[config.mk]
export PLATFORM = sky130hd
export DESIGN_NAME = multicycle_control
export DESIGN_NICKNAME = d
export VERILOG_FILES = /design/src/rtl/multicycle_control_pkg.sv /design/src/rtl/inst_class_decoder.sv /design/src/rtl/multicycle_control.sv
export SDC_FILE = /design/constraint.sdc
export NUM_CORES = 1
export LEC_CHECK = 0
export BUFFER_PORTS_ARGS = -buffer_cell sky130_fd_sc_hd__buf_2
export CAP_MARGIN = 0
export CORE_UTILIZATION = 44
export CTS_BUF_LIST = sky130_fd_sc_hd__clkbuf_4 sky130_fd_sc_hd__clkbuf_8
export CTS_CLUSTER_SIZE = 24
export DETAILED_ROUTE_END_ITERATION = 16
export GPL_ROUTABILITY_DRIVEN = 0
export GPL_TIMING_DRIVEN = 0
export PLACE_DENSITY_LB_ADDON = 0.05
export SLEW_MARGIN = 20
export SYNTH_ARGS = -nofsm -noshare
export SYNTH_HDL_FRONTEND = slang
export SYNTH_HIERARCHICAL = 1
export SYNTH_SLANG_ARGS = --single-unit
[constraint.sdc]
create_clock -name clk -period 5.45 [get_ports clk]
set_input_delay 0.545 -clock clk [delete_from_list [all_inputs] [get_ports clk]]
set_output_delay 0.545 -clock clk [all_outputs]
set_load 0.01 [all_outputs]
[src/rtl/multicycle_control_pkg.sv]
// Shared definitions for the multi-cycle TSC control unit: ISA opcodes/funcs, ALU op codes,
// FSM state encoding, datapath mux select codes and the instruction class vector.
package multicycle_control_pkg;

   localparam int unsigned WORD_SIZE = 16;
   localparam int unsigned ALU_OP_W  = 6;

   // Instruction opcodes (IR[15:12])
   localparam logic [3:0] OpBne   = 4'd0;
   localparam logic [3:0] OpBeq   = 4'd1;
   localparam logic [3:0] OpBgz   = 4'd2;
   localparam logic [3:0] OpBlz   = 4'd3;
   localparam logic [3:0] OpAdi   = 4'd4;
   localparam logic [3:0] OpOri   = 4'd5;
   localparam logic [3:0] OpLhi   = 4'd6;
   localparam logic [3:0] OpLwd   = 4'd7;
   localparam logic [3:0] OpSwd   = 4'd8;
   localparam logic [3:0] OpJmp   = 4'd9;
   localparam logic [3:0] OpJal   = 4'd10;
   localparam logic [3:0] OpRtype = 4'd15;

   // R-type instruction funcs outside the plain ALU range 0-7
   localparam logic [5:0] InstJpr = 6'd25;
   localparam logic [5:0] InstJrl = 6'd26;
   localparam logic [5:0] InstWwd = 6'd28;
   localparam logic [5:0] InstHlt = 6'd29;

   // ALU operation codes; 0-7 coincide with the R-type func field
   localparam logic [ALU_OP_W-1:0] FuncAdd = 6'd0;
   localparam logic [ALU_OP_W-1:0] FuncAdi = 6'd8;
   localparam logic [ALU_OP_W-1:0] FuncOri = 6'd9;
   localparam logic [ALU_OP_W-1:0] FuncLhi = 6'd10;
   localparam logic [ALU_OP_W-1:0] FuncLwd = 6'd11;
   localparam logic [ALU_OP_W-1:0] FuncSwd = 6'd12;
   localparam logic [ALU_OP_W-1:0] FuncA   = 6'd13;

   typedef enum logic [2:0] {
      StIf   = 3'd0,
      StId   = 3'd1,
      StEx   = 3'd2,
      StMem  = 3'd3,
      StWb   = 3'd4,
      StHalt = 3'd5
   } state_e;

   localparam logic [1:0] PcSrcAlu    = 2'd0;
   localparam logic [1:0] PcSrcAluOut = 2'd1;
   localparam logic [1:0] PcSrcJump   = 2'd2;

   localparam logic [1:0] SrcBRt  = 2'd0;
   localparam logic [1:0] SrcBOne = 2'd1;
   localparam logic [1:0] SrcBImm = 2'd2;

   localparam logic [1:0] RegDstRt = 2'd0;
   localparam logic [1:0] RegDstRd = 2'd1;
   localparam logic [1:0] RegDstR2 = 2'd2;

   localparam logic [1:0] MemToRegAluOut = 2'd0;
   localparam logic [1:0] MemToRegMdr    = 2'd1;
   localparam logic [1:0] MemToRegPc     = 2'd2;

   typedef struct packed {
      logic ralu;
      logic imm;
      logic lwd;
      logic swd;
      logic br;
      logic jmp;
      logic jal;
      logic jpr;
      logic jrl;
      logic wwd;
      logic hlt;
      logic ill;
   } inst_class_t;

   function automatic logic [ALU_OP_W-1:0] imm_alu_op(input logic [3:0] op);
      case (op)
         OpOri:   imm_alu_op = FuncOri;
         OpLhi:   imm_alu_op = FuncLhi;
         default: imm_alu_op = FuncAdi;
      endcase
   endfunction

endpackage

[src/rtl/inst_class_decoder.sv]
// Combinational decode of opcode/func into a one-hot instruction class.
module inst_class_decoder
   import multicycle_control_pkg::*;
(
   input  logic [3:0]  opcode,
   input  logic [5:0]  func_code,
   output inst_class_t inst_class
);

   always_comb begin
      inst_class = '0;
      case (opcode)
         OpBne, OpBeq, OpBgz, OpBlz: inst_class.br  = 1'b1;
         OpAdi, OpOri, OpLhi:        inst_class.imm = 1'b1;
         OpLwd:                      inst_class.lwd = 1'b1;
         OpSwd:                      inst_class.swd = 1'b1;
         OpJmp:                      inst_class.jmp = 1'b1;
         OpJal:                      inst_class.jal = 1'b1;
         OpRtype: begin
            if (func_code[5:3] == 3'b000) begin
               inst_class.ralu = 1'b1;
            end else begin
               case (func_code)
                  InstJpr: inst_class.jpr = 1'b1;
                  InstJrl: inst_class.jrl = 1'b1;
                  InstWwd: inst_class.wwd = 1'b1;
                  InstHlt: inst_class.hlt = 1'b1;
                  default: inst_class.ill = 1'b1;
               endcase
            end
         end
         default: inst_class.ill = 1'b1;
      endcase
   end

endmodule

[src/rtl/multicycle_control.sv]
// Main FSM of the multi-cycle TSC CPU (IF/ID/EX/MEM/WB/HALT) with combinational output decode.
// Define INST_COUNT_EN to add the num_inst retired-instruction counter output.
module multicycle_control
   import multicycle_control_pkg::*;
(
   input  logic                clk,
   input  logic                reset_n,
   input  logic [3:0]          opcode,
   input  logic [5:0]          func_code,
   input  logic                bcond,
   input  logic                inputReady,
   output logic                readM,
   output logic                writeM,
   output logic                i_or_d,
   output logic                ir_write,
   output logic                pc_write,
   output logic                pc_write_cond,
   output logic [1:0]          pc_source,
   output logic                alu_src_a,
   output logic [1:0]          alu_src_b,
   output logic [ALU_OP_W-1:0] alu_op,
   output logic                reg_write,
   output logic [1:0]          reg_dst,
   output logic [1:0]          mem_to_reg,
   output logic                wwd,
   output logic                is_halted
`ifdef INST_COUNT_EN
   ,
   output logic [WORD_SIZE-1:0] num_inst
`endif
);

   state_e      state_q, state_d;
   inst_class_t cls;

   // The branch decision is applied in the datapath through pc_write_cond.
   logic unused_bcond;
   assign unused_bcond = bcond;

   inst_class_decoder u_decoder (
      .opcode     (opcode),
      .func_code  (func_code),
      .inst_class (cls)
   );

   always_ff @(posedge clk or negedge reset_n) begin
      if (!reset_n) begin
         state_q <= StIf;
      end else begin
         state_q <= state_d;
      end
   end

   always_comb begin
      state_d       = state_q;
      readM         = 1'b0;
      writeM        = 1'b0;
      i_or_d        = 1'b0;
      ir_write      = 1'b0;
      pc_write      = 1'b0;
      pc_write_cond = 1'b0;
      pc_source     = PcSrcAlu;
      alu_src_a     = 1'b0;
      alu_src_b     = SrcBRt;
      alu_op        = FuncAdd;
      reg_write     = 1'b0;
      reg_dst       = RegDstRt;
      mem_to_reg    = MemToRegAluOut;
      wwd           = 1'b0;
      is_halted     = 1'b0;
      // Outputs are forced low while reset is asserted, even mid-access.
      if (reset_n) begin
         unique case (state_q)
            StIf: begin
               readM = 1'b1;
               if (inputReady) begin
                  ir_write  = 1'b1;
                  pc_write  = 1'b1;
                  alu_op    = FuncAdd;
                  alu_src_b = SrcBOne;
                  pc_source = PcSrcAlu;
                  state_d   = StId;
               end
            end
            StId: begin
               alu_op    = FuncAdi;
               alu_src_b = SrcBImm;
               if (cls.hlt) begin
                  state_d = StHalt;
               end else if (cls.jmp) begin
                  pc_write  = 1'b1;
                  pc_source = PcSrcJump;
                  state_d   = StIf;
               end else if (cls.jal) begin
                  // PC already holds the return address here.
                  pc_write   = 1'b1;
                  pc_source  = PcSrcJump;
                  reg_write  = 1'b1;
                  reg_dst    = RegDstR2;
                  mem_to_reg = MemToRegPc;
                  state_d    = StIf;
               end else if (cls.ill) begin
                  state_d = StIf;
               end else begin
                  state_d = StEx;
               end
            end
            StEx: begin
               alu_src_a = 1'b1;
               state_d   = StIf;
               if (cls.ralu) begin
                  alu_op    = func_code;
                  alu_src_b = SrcBRt;
                  state_d   = StWb;
               end else if (cls.imm) begin
                  alu_op    = imm_alu_op(opcode);
                  alu_src_b = SrcBImm;
                  state_d   = StWb;
               end else if (cls.lwd || cls.swd) begin
                  alu_op    = cls.lwd ? FuncLwd : FuncSwd;
                  alu_src_b = SrcBImm;
                  state_d   = StMem;
               end else if (cls.br) begin
                  pc_write_cond = 1'b1;
                  pc_source     = PcSrcAluOut;
               end else if (cls.jpr || cls.jrl) begin
                  alu_op    = FuncA;
                  pc_write  = 1'b1;
                  pc_source = PcSrcAlu;
                  if (cls.jrl) begin
                     reg_write  = 1'b1;
                     reg_dst    = RegDstR2;
                     mem_to_reg = MemToRegPc;
                  end
               end else if (cls.wwd) begin
                  wwd = 1'b1;
               end
            end
            StMem: begin
               i_or_d = 1'b1;
               readM  = cls.lwd;
               writeM = cls.swd;
               if (inputReady) begin
                  state_d = cls.lwd ? StWb : StIf;
               end
            end
            StWb: begin
               reg_write = 1'b1;
               if (cls.ralu) begin
                  reg_dst = RegDstRd;
               end else if (cls.lwd) begin
                  mem_to_reg = MemToRegMdr;
               end
               state_d = StIf;
            end
            StHalt: begin
               is_halted = 1'b1;
            end
            default: begin
               state_d = StIf;
            end
         endcase
      end
   end

`ifdef INST_COUNT_EN
   logic [WORD_SIZE-1:0] num_inst_q;
   logic                 retire;

   assign retire = ((state_q != StIf) && (state_d == StIf)) ||
                   ((state_q != StHalt) && (state_d == StHalt));

   always_ff @(posedge clk or negedge reset_n) begin
      if (!reset_n) begin
         num_inst_q <= '0;
      end else if (retire) begin
         num_inst_q <= num_inst_q + WORD_SIZE'(1);
      end
   end

   assign num_inst = num_inst_q;
`endif

endmodule

==> flow_summary.ini <==
[run_status]
status = finished clean

[timing]
hold_viol_final = 0
worstMarginPinSlew_ns = 0.9288
rsz0062_at_grt = false
max_freq_mhz = 328.7
finClkSkew_ns = 0.001097
setup_viol = 0
hold_ws_ns = 0.1155
fin_tns_setup_ns = 0
fin_crit_sh_pct = 55.82
slew_headroom_pct = 37.21
fin_crit_ns = 3.042
worst_slack_ns = 2.408
maxSlewViolCount = 0

[yosys]
synth_edf_count = 0
seq_area_frac_synth_pct = 8.811
synth.net_count = 142
synth_area_um2 = 852.1
synth_xor_area_share_pct = 0
synth.distinct_cells = 44
synthSimpleGateAreaFrac_pct = 63.88
synthMuxAreaShare_pct = 0
synth-compound-area-share_pct = 20.26
synth_adder_area_share_pct = 0
synth-seq-cells = 3
async_flop_share_pct = 100.0
synth.avg_cell_area_um2 = 6.657
synth_cells = 128
synthFlopType = dfrtp_1
yosysWarnings = 6
synth_top_family_by_area = simple AND/OR/NAND/NOR gates

[global_route]
grt_pass1_vias = 920
grt_pass1_wl_um = 4084
grt_max_degree = 11
antenna_found_initial = 0
grt_usage_pct = 26.05
grt_overflow = 0

[finish]
area_growth_pct = 28.34
top_regs = state_q (3)
drive_gt1_share_pct = 29.76
largest-register = state_q
diodes = 0
design_area_um2 = 1094
largest_register_ffs = 3
nNetsFinal = 183

[die]
ios = 38
die_width_um = 46.01
core-area_um2 = 1764
die_area_um2 = 2116
die_y_um = 46.01
std_cell_rows = 15
initial_utilization_pct = 48.30

[worst_setup_path]
startpoint_type = primary input
startpoint = opcode[2]
crit_fanout = 10
crit_type = primary input to output port
cp-end-kind = output port
r2r_start = state_q[1]
crit_arrival_ns = 2.50
crit_required_ns = 4.91
reg2regPathDepth = 4

[place]
port_buffers = 36
dpl.hpwl_um = 1902
pre_cts_ws_ns = 2.424
postPlaceCellArea_um2 = 1064

[worst_hold_path]
min_path_type = primary input to asynchronous set/reset pin

[detailed_routing]
drt_iter0_drc = 37
vias_per_cell = 5.705
route.detailed.drc = 0
wl_per_cell_um = 12.62
firstDrtPassIters = 4
totalWireLength_um = 2435
via_count = 1101
ant_nets = 0

[clocking]
clockBufferDepth = 2
insertion_delay_ns = 0.22
cts_tree = done
clk_pin_slew_ns = 0.03
cts_resized = 0
htree_levels = 1
cts_root_buffer = clkbuf_4
cts_hold_buf = 0
cts_buffers = 3
post_cts_buffers = 0
cts.sinks = 3

[job]
drv_cap = 0

[power_and_ir_drop]
p_leak_nw = 0.5323
pwr-share-comb_pct = 67.9
power.density_nw_per_um2 = 243.7
p_sw_w = 0.0001281
clkPwrFrac_pct = 15.7
swShare_pct = 48.07
p_int_w = 0.0001384
vdd.ir_drop.worst_v = 0.0002637
pwr-share-seq_pct = 16.4
cells in the final DEF, fill, tap and decap left out, types with 4 or more instances in the layout:
| master | count |
|---|---|
| nor3_1 | 9 |
| nor2_1 | 15 |
| inv_1 | 4 |
| buf_2 | 36 |
| clkbuf_4 | 4 |
| o21ai_0 | 9 |
| a21oi_1 | 5 |
| nand2_1 | 12 |
| nor2b_1 | 9 |
| clkbuf_1 | 6 |
| and2_1 | 7 |
critical path, stage by stage:
cell	delay, ns
buf_2	0.15
and4b_4	0.21
nand3b_4	0.10
nor3_1	0.09
or4b_1	0.54
or3b_1	0.37
a21oi_1	0.23
buf_4	0.14
buf_2	0.11
synth_stat cells, types with 2 or more instances:
cell,n,area (µm²)
a22oi_1,2,15.01
o31ai_1,2,15.01
nor2b_1,9,56.30
nor3_1,9,45.04
o311ai_0,2,17.52
nand3_1,2,10.01
and3_1,3,18.77
nor4b_1,3,26.28
nand2_1,12,45.04
a21oi_1,5,25.02
and4bb_1,2,25.02
or4_1,2,15.01
inv_1,4,15.01
nor2_1,15,56.30
dfrtp_1,3,75.07
and2_1,7,43.79
nand2b_1,3,18.77
clkbuf_1,6,22.52
o21a_1,2,15.01
buf_4,3,22.52
o21ai_0,9,45.04
worst paths after layout:
kind / endpoint / slack (ns)
hold reg to reg: state_q[2] / 0.75
hold / removal: state_q[0] / 0.12
max in group asynchronous: state_q[2] / 5.22
setup / recovery: reg_dst[1] / 2.41
setup reg to reg: state_q[1] / 3.63
min in group clk: state_q[2] / 0.75
cells by family after synthesis:
group,count (synthesis)
compound gates,27
simple gates,85
buf+inv,13
flops,3
power by group through the flow:
stage / registers [W] / clock network (W) / logic, W
6_report: 0.0000438 / 0.0000418 / 0.000181
5_1_grt: 0.0000448 / 0.0000442 / 0.000206
4_1_cts: 0.0000430 / 0.0000432 / 0.000180
3_5_place_dp: 0.0000433 / 0 / 0.000179
3_3_place_gp: 0.0000426 / 0 / 0.000177
2_1_floorplan: 0.0000392 / 0 / 0.000130
metrics by stage:
stage               power (W)  cells  util (%)
floorplan           0.0001691    128         -
global placement    0.0002198    189     60.28
detailed placement  0.0002222    189     60.28
CTS                 0.0002664    193     61.99
global route        0.0002948    193     61.99
finish              0.0002665    193     61.99
area by class of cell:
class | instances | area [µm²]
plain buffers | 9 | 45.04
clock buffers | 4 | 30.03
fillers | 185 | 670.6
inverters | 4 | 15.01
multi-input cells | 112 | 716.9
flip-flops and latches | 3 | 75.07
well taps | 25 | 31.28
repair buffers | 36 | 180.2
metal layers:
layer | global-route usage [%] | share of wire, % | wire, µm | vias to the layer above
met3 | 2.778 | 4.9 | 120 | 0
met1 | 38.21 | 49 | 1186 | 516
met5 | 0 | 0 | 0 | -
met4 | 3.529 | 0 | 0 | 0
li1 | - | - | - | 553
met2 | 41.41 | 46 | 1128 | 32
(Power assumes the default switching activity.)
